===== src/rtl/booth_divider.sv =====
`default_nettype none
// ---------------------------------------------------------------------------
// booth_divider : sequential signed restoring divider, {remainder, quotient}
// Revision      : 1.0
// ---------------------------------------------------------------------------
module booth_divider #(
  parameter int N     = 8,
  parameter int alpha = 3
) (
  input  logic           clk,
  input  logic           rst_n,
  input  logic           start,
  input  logic [N-1:0]   data_inQ,
  input  logic [N-1:0]   data_inM,
  output logic [2*N-1:0] ans,
  output logic           done,
  output logic           busy,
  output logic           dz,
  output logic           ovf
);

  typedef enum logic [1:0] {
    IDLE = 2'd0,
    LOAD = 2'd1,
    ITER = 2'd2,
    FIX  = 2'd3
  } state_t;

  localparam logic [alpha:0] CNT_INIT = (alpha+1)'(N);
  localparam logic [alpha:0] CNT_ONE  = (alpha+1)'(1);
  localparam logic [N-1:0]   MOST_NEG = {1'b1, {(N-1){1'b0}}};

  state_t           state_q, state_d;
  logic [N-1:0]     q_q, q_d;
  logic [N-1:0]     m_q, m_d;
  logic [N:0]       a_q, a_d;
  logic [alpha:0]   cnt_q, cnt_d;
  logic             sq_q, sq_d;
  logic             sm_q, sm_d;
  logic             ovfp_q, ovfp_d;
  logic [2*N-1:0]   ans_q, ans_d;
  logic             done_q, done_d;
  logic             dz_q, dz_d;
  logic             ovf_q, ovf_d;

  logic [N:0]       a_sh;
  logic [N:0]       trial;
  logic [N-1:0]     quot;
  logic [N-1:0]     rem;

  // Restoring step: shift the next dividend bit into A and trial-subtract |M|.
  assign a_sh  = {a_q[N-1:0], q_q[N-1]};
  assign trial = a_sh - {1'b0, m_q};
  assign quot  = (sq_q ^ sm_q) ? -q_q : q_q;
  assign rem   = sq_q ? -a_q[N-1:0] : a_q[N-1:0];

  always_comb begin
    state_d = state_q;
    q_d     = q_q;
    m_d     = m_q;
    a_d     = a_q;
    cnt_d   = cnt_q;
    sq_d    = sq_q;
    sm_d    = sm_q;
    ovfp_d  = ovfp_q;
    ans_d   = ans_q;
    done_d  = 1'b0;
    dz_d    = dz_q;
    ovf_d   = ovf_q;
    case (state_q)
      IDLE: begin
        if (start) begin
          q_d     = data_inQ;
          m_d     = data_inM;
          state_d = LOAD;
        end
      end
      LOAD: begin
        sq_d   = q_q[N-1];
        sm_d   = m_q[N-1];
        q_d    = q_q[N-1] ? -q_q : q_q;
        m_d    = m_q[N-1] ? -m_q : m_q;
        a_d    = '0;
        cnt_d  = CNT_INIT;
        ovfp_d = (q_q == MOST_NEG) && (m_q == {N{1'b1}});
        if (m_q == '0) begin
          ans_d   = {q_q, {N{1'b1}}};
          dz_d    = 1'b1;
          ovf_d   = 1'b0;
          done_d  = 1'b1;
          state_d = IDLE;
        end else begin
          state_d = ITER;
        end
      end
      ITER: begin
        if (!trial[N]) begin
          a_d = trial;
          q_d = {q_q[N-2:0], 1'b1};
        end else begin
          a_d = a_sh;
          q_d = {q_q[N-2:0], 1'b0};
        end
        cnt_d = cnt_q - CNT_ONE;
        if (cnt_q == CNT_ONE) state_d = FIX;
      end
      FIX: begin
        ans_d   = {rem, quot};
        dz_d    = 1'b0;
        ovf_d   = ovfp_q;
        done_d  = 1'b1;
        state_d = IDLE;
      end
      default: state_d = IDLE;
    endcase
  end

  always_ff @(posedge clk or negedge rst_n) begin
    if (!rst_n) begin
      state_q <= IDLE;
      q_q     <= '0;
      m_q     <= '0;
      a_q     <= '0;
      cnt_q   <= '0;
      sq_q    <= 1'b0;
      sm_q    <= 1'b0;
      ovfp_q  <= 1'b0;
      ans_q   <= '0;
      done_q  <= 1'b0;
      dz_q    <= 1'b0;
      ovf_q   <= 1'b0;
    end else begin
      state_q <= state_d;
      q_q     <= q_d;
      m_q     <= m_d;
      a_q     <= a_d;
      cnt_q   <= cnt_d;
      sq_q    <= sq_d;
      sm_q    <= sm_d;
      ovfp_q  <= ovfp_d;
      ans_q   <= ans_d;
      done_q  <= done_d;
      dz_q    <= dz_d;
      ovf_q   <= ovf_d;
    end
  end

  assign ans  = ans_q;
  assign done = done_q;
  assign busy = (state_q != IDLE);
  assign dz   = dz_q;
  assign ovf  = ovf_q;

endmodule
`default_nettype wire


===== config.mk =====
export PLATFORM = sky130hd
export DESIGN_NAME = booth_divider
export DESIGN_NICKNAME = d
export VERILOG_FILES = /design/src/rtl/booth_divider.sv
export SDC_FILE = /design/constraint.sdc
export NUM_CORES = 1
export LEC_CHECK = 0
export ABC_AREA = 1
export CAP_MARGIN = 20
export CORE_MARGIN = 2
export CORE_UTILIZATION = 64
export DETAILED_ROUTE_END_ITERATION = 8
export DONT_BUFFER_PORTS = 1
export PLACE_DENSITY = 0.8
export SKIP_LAST_GASP = 1
export SYNTH_ARGS = -nofsm -noshare
export SYNTH_HDL_FRONTEND = slang
export SYNTH_SLANG_ARGS = --single-unit

===== constraint.sdc =====
create_clock -name clk -period 2.4 [get_ports clk]
set_clock_uncertainty 0.2 [all_clocks]
set_input_delay 0.24 -clock clk [delete_from_list [all_inputs] [get_ports clk]]
set_output_delay 0.24 -clock clk [all_outputs]
set_load 0.1 [all_outputs]

==> metrics <==
status=complete, no violations; setup TNS=0 ps; total of warnings raised by yosys=0; CTS Buf Count=5; grt total ovfl=0; Worst setup SP type=flop; top cells by area, synth=dfrtp_1 37%, nand2_1 12%, nand3_1 8.0%; Max Slew Vio Count=0; vias in the first global route=3074; post-synthesis sequential area ratio=37.3%; Max Root-Sink Buffers=2; WL per Instance=14.6 um; slew margin rel.=42.3%; crit path from=q_q[7]; final worst slack=181 ps; DRT iter0 DRCs=320; Initial Util=67.4%; Yosys cell types=44; number of synthesized flops with an enable pin=0; worst r2r dst=a_q[3]; via count=3277; element type at the critical path end=flop; diode count=0; DP HPWL=6100 um; post-detailed-route count of antenna-violating nets=0; row cnt=26; FF-to-FF Start=q_q[7]; Critical Path End=a_q[3]; pre-CTS setup slack=99.8 ps; register-to-register setup slack=180 ps; leakage=1.99 nW; RePlAce Congestion=0.909; worst reg-to-reg path cell count=12; area grow syn2layout=14.5%; Final Hold Violating Endpoints=0; endpoints failing setup=0; share of layout cells above drive strength 1=12.2%; Vias/cell=5.73; critical path peak fanout=9; CP required=2400 ps; prevailing post-synth register cell=dfrtp_1; TritonRoute pass-1 iters=5; GR Util All Layers=29.2%; TritonCTS clock tree=built; Highest Clock Rate=451 MHz; Net Count, Synth=502; IO Count=39; Post-Synthesis Mean Instance Area=7.53 sq um; htree depth=2; maximum VDD drop=0.00135 V; CORE AREA=5170 sq um; Cell Area, Synth=3480 sq um; clock transition at the registers of the reported paths=100 ps; die area=6050 sq um; Min Clock Period, post-route=2220 ps; RSZ-0062 raised after global routing=no; Mapped Cells=463; Critical Path AT=2220 ps; cell taking the most area after synthesis=dfrtp_1; CTS root buffer=clkbuf_8; WS Path Type=flop to flop; Power Density=1460 nW/um^2; Hold WC Path Type=input port to flop; first-pass GRT wire length=14200 um; largest net degree at the start of global routing=53; initial antenna violation count=0; die width=77.8 um; fraction of registers with async set/reset=100%; WL final=8350 um; # nets final=540; TritonCTS sink count=52; Yosys top cell area share=37.3%; Max-cap violations=0; fin crit share=92.5%; Worst-Skew Late Latency=310 ps; Synth Register Bits=52; Worst-Margin Slew=865 ps; IO Port Bufs=0; DR DRC count=0; Die H=77.8 um
-- flip-flops by register name, indices dropped and copies added, names as in the netlist, named ones only --
signal / count
ovf: 1
sq_q: 1
m_q: 8
dz: 1
sm_q: 1
ovfp_q: 1
q_q: 8
ans: 16
done: 1
cnt_q: 4
a_q: 8
state_q: 1
-- critical path: stages, from the launching register on --
cell	delay [ps]
dfrtp_1	390
inv_1	120
ha_1	160
inv_1	70
fa_2	350
nand2_1	90
nand2_1	100
nand3_2	130
nand3_4	150
nand2_4	150
nand2_1	70
nand3_1	70
nand2_1	70
-- Yosys cell counts (all sizes together) (2+ instances only) --
library cell	count
a21oi	22
a22oi	9
a31oi	10
buf	11
dfrtp	52
ha	19
inv	59
nand2	119
nand3	58
nand3b	2
nand4	8
nor2	38
nor3	3
o21ai	27
o22ai	2
xnor2	2
xor2	8
-- worst min-delay path by stage --
stage,from,end,slack (ps),depth (start not counted)
2_1_floorplan,rst_n,async pin,-260,0
3_3_place_gp,rst_n,a_q[1],-250,0
3_5_place_dp,rst_n,a_q[0],-250,0
4_1_cts,data_inQ[2],q_q[2],30,4
5_1_grt,data_inQ[2],q_q[2],50,4
6_report,data_inQ[2],q_q[2],20,4
-- repair_timing --
item                                    CTS  global route
resized for setup                         0             4
hold endpoints to repair                 63             0
setup buffers                             0             0
endpoints found under the setup margin    0             7
hold buffers                             13             0
-- report_power, final --
group / leakage (nW) / internal (mW) / switching (mW) / total, mW
Clock: 0.0445 / 0.235 / 0.296 / 0.531
Combinational: 1.32 / 1.11 / 2.66 / 3.77
Sequential: 0.621 / 1.21 / 0.294 / 1.50
Total: 1.99 / 2.55 / 3.25 / 5.81
-- through the flow --
step | instances | utilization (%) | total power, mW | hold WS (ps) | cell area [sq um]
after global routing | 572 | 77.1 | 6.30 | 52.3 | 3990
after detailed placement | 550 | 72.0 | 5.18 | -254 | 3720
after CTS | 571 | 76.7 | 5.75 | 25.2 | 3970
after global placement | 550 | 72.0 | 5.11 | -254 | 3720
after floorplan | 463 | - | 4.41 | -256 | 3480
final | 572 | 77.1 | 5.81 | 23.4 | 3990
-- layer usage --
layer	wire, um	track usage [%]
met3	500	4.88
met1	3890	41.4
met2	3850	47.2
met5	0	0
met4	119	6.25
-- cells by family after synthesis --
family | Yosys count | share of synthesized area, %
AOI/OAI and AO/OA | 79 | 13.8
xor gates and xnor gates | 10 | 3.05
adders and majority gates | 20 | 7.40
buffers and inverters | 72 | 8.69
DFF | 52 | 37.3
and+or+nand+nor | 230 | 29.7
-- cells in the final DEF (no fill, tap or decap), types with 2 or more instances in the layout --
cell / netlist / layout
a31oi_1: 10 / 10
nor2_2: 2 / 2
nor3_1: 3 / 3
dfrtp_1: 52 / 52
nor2_1: 35 / 35
o22ai_1: 2 / 2
o21ai_2: 2 / 2
a21oi_1: 21 / 20
a22oi_1: 9 / 9
dlygate4sd3_1: 0 / 12
nand2_2: 4 / 6
xor2_1: 7 / 7
nand4_1: 7 / 7
nand3_1: 56 / 56
inv_1: 56 / 56
nand2_4: 2 / 2
o21ai_0: 25 / 25
inv_2: 3 / 3
buf_4: 3 / 28
nand3b_1: 2 / 2
ha_1: 19 / 19
nand2_1: 113 / 112
xnor2_1: 2 / 2
clkbuf_8: 0 / 6
-- layout make-up --
| cell class | count | area, sq um |
|---|---|---|
| Inverter | 60 | 225 |
| Clock buffer | 7 | 86.3 |
| Fill cell | 375 | 1180 |
| Sequential cell | 52 | 1300 |
| Timing Repair Buffer | 42 | 378 |
| Clock inverter | 1 | 7.51 |
| Tap cell | 70 | 87.6 |
| Multi-Input combinational cell | 340 | 1900 |
Power figures use the tool's default switching activity.
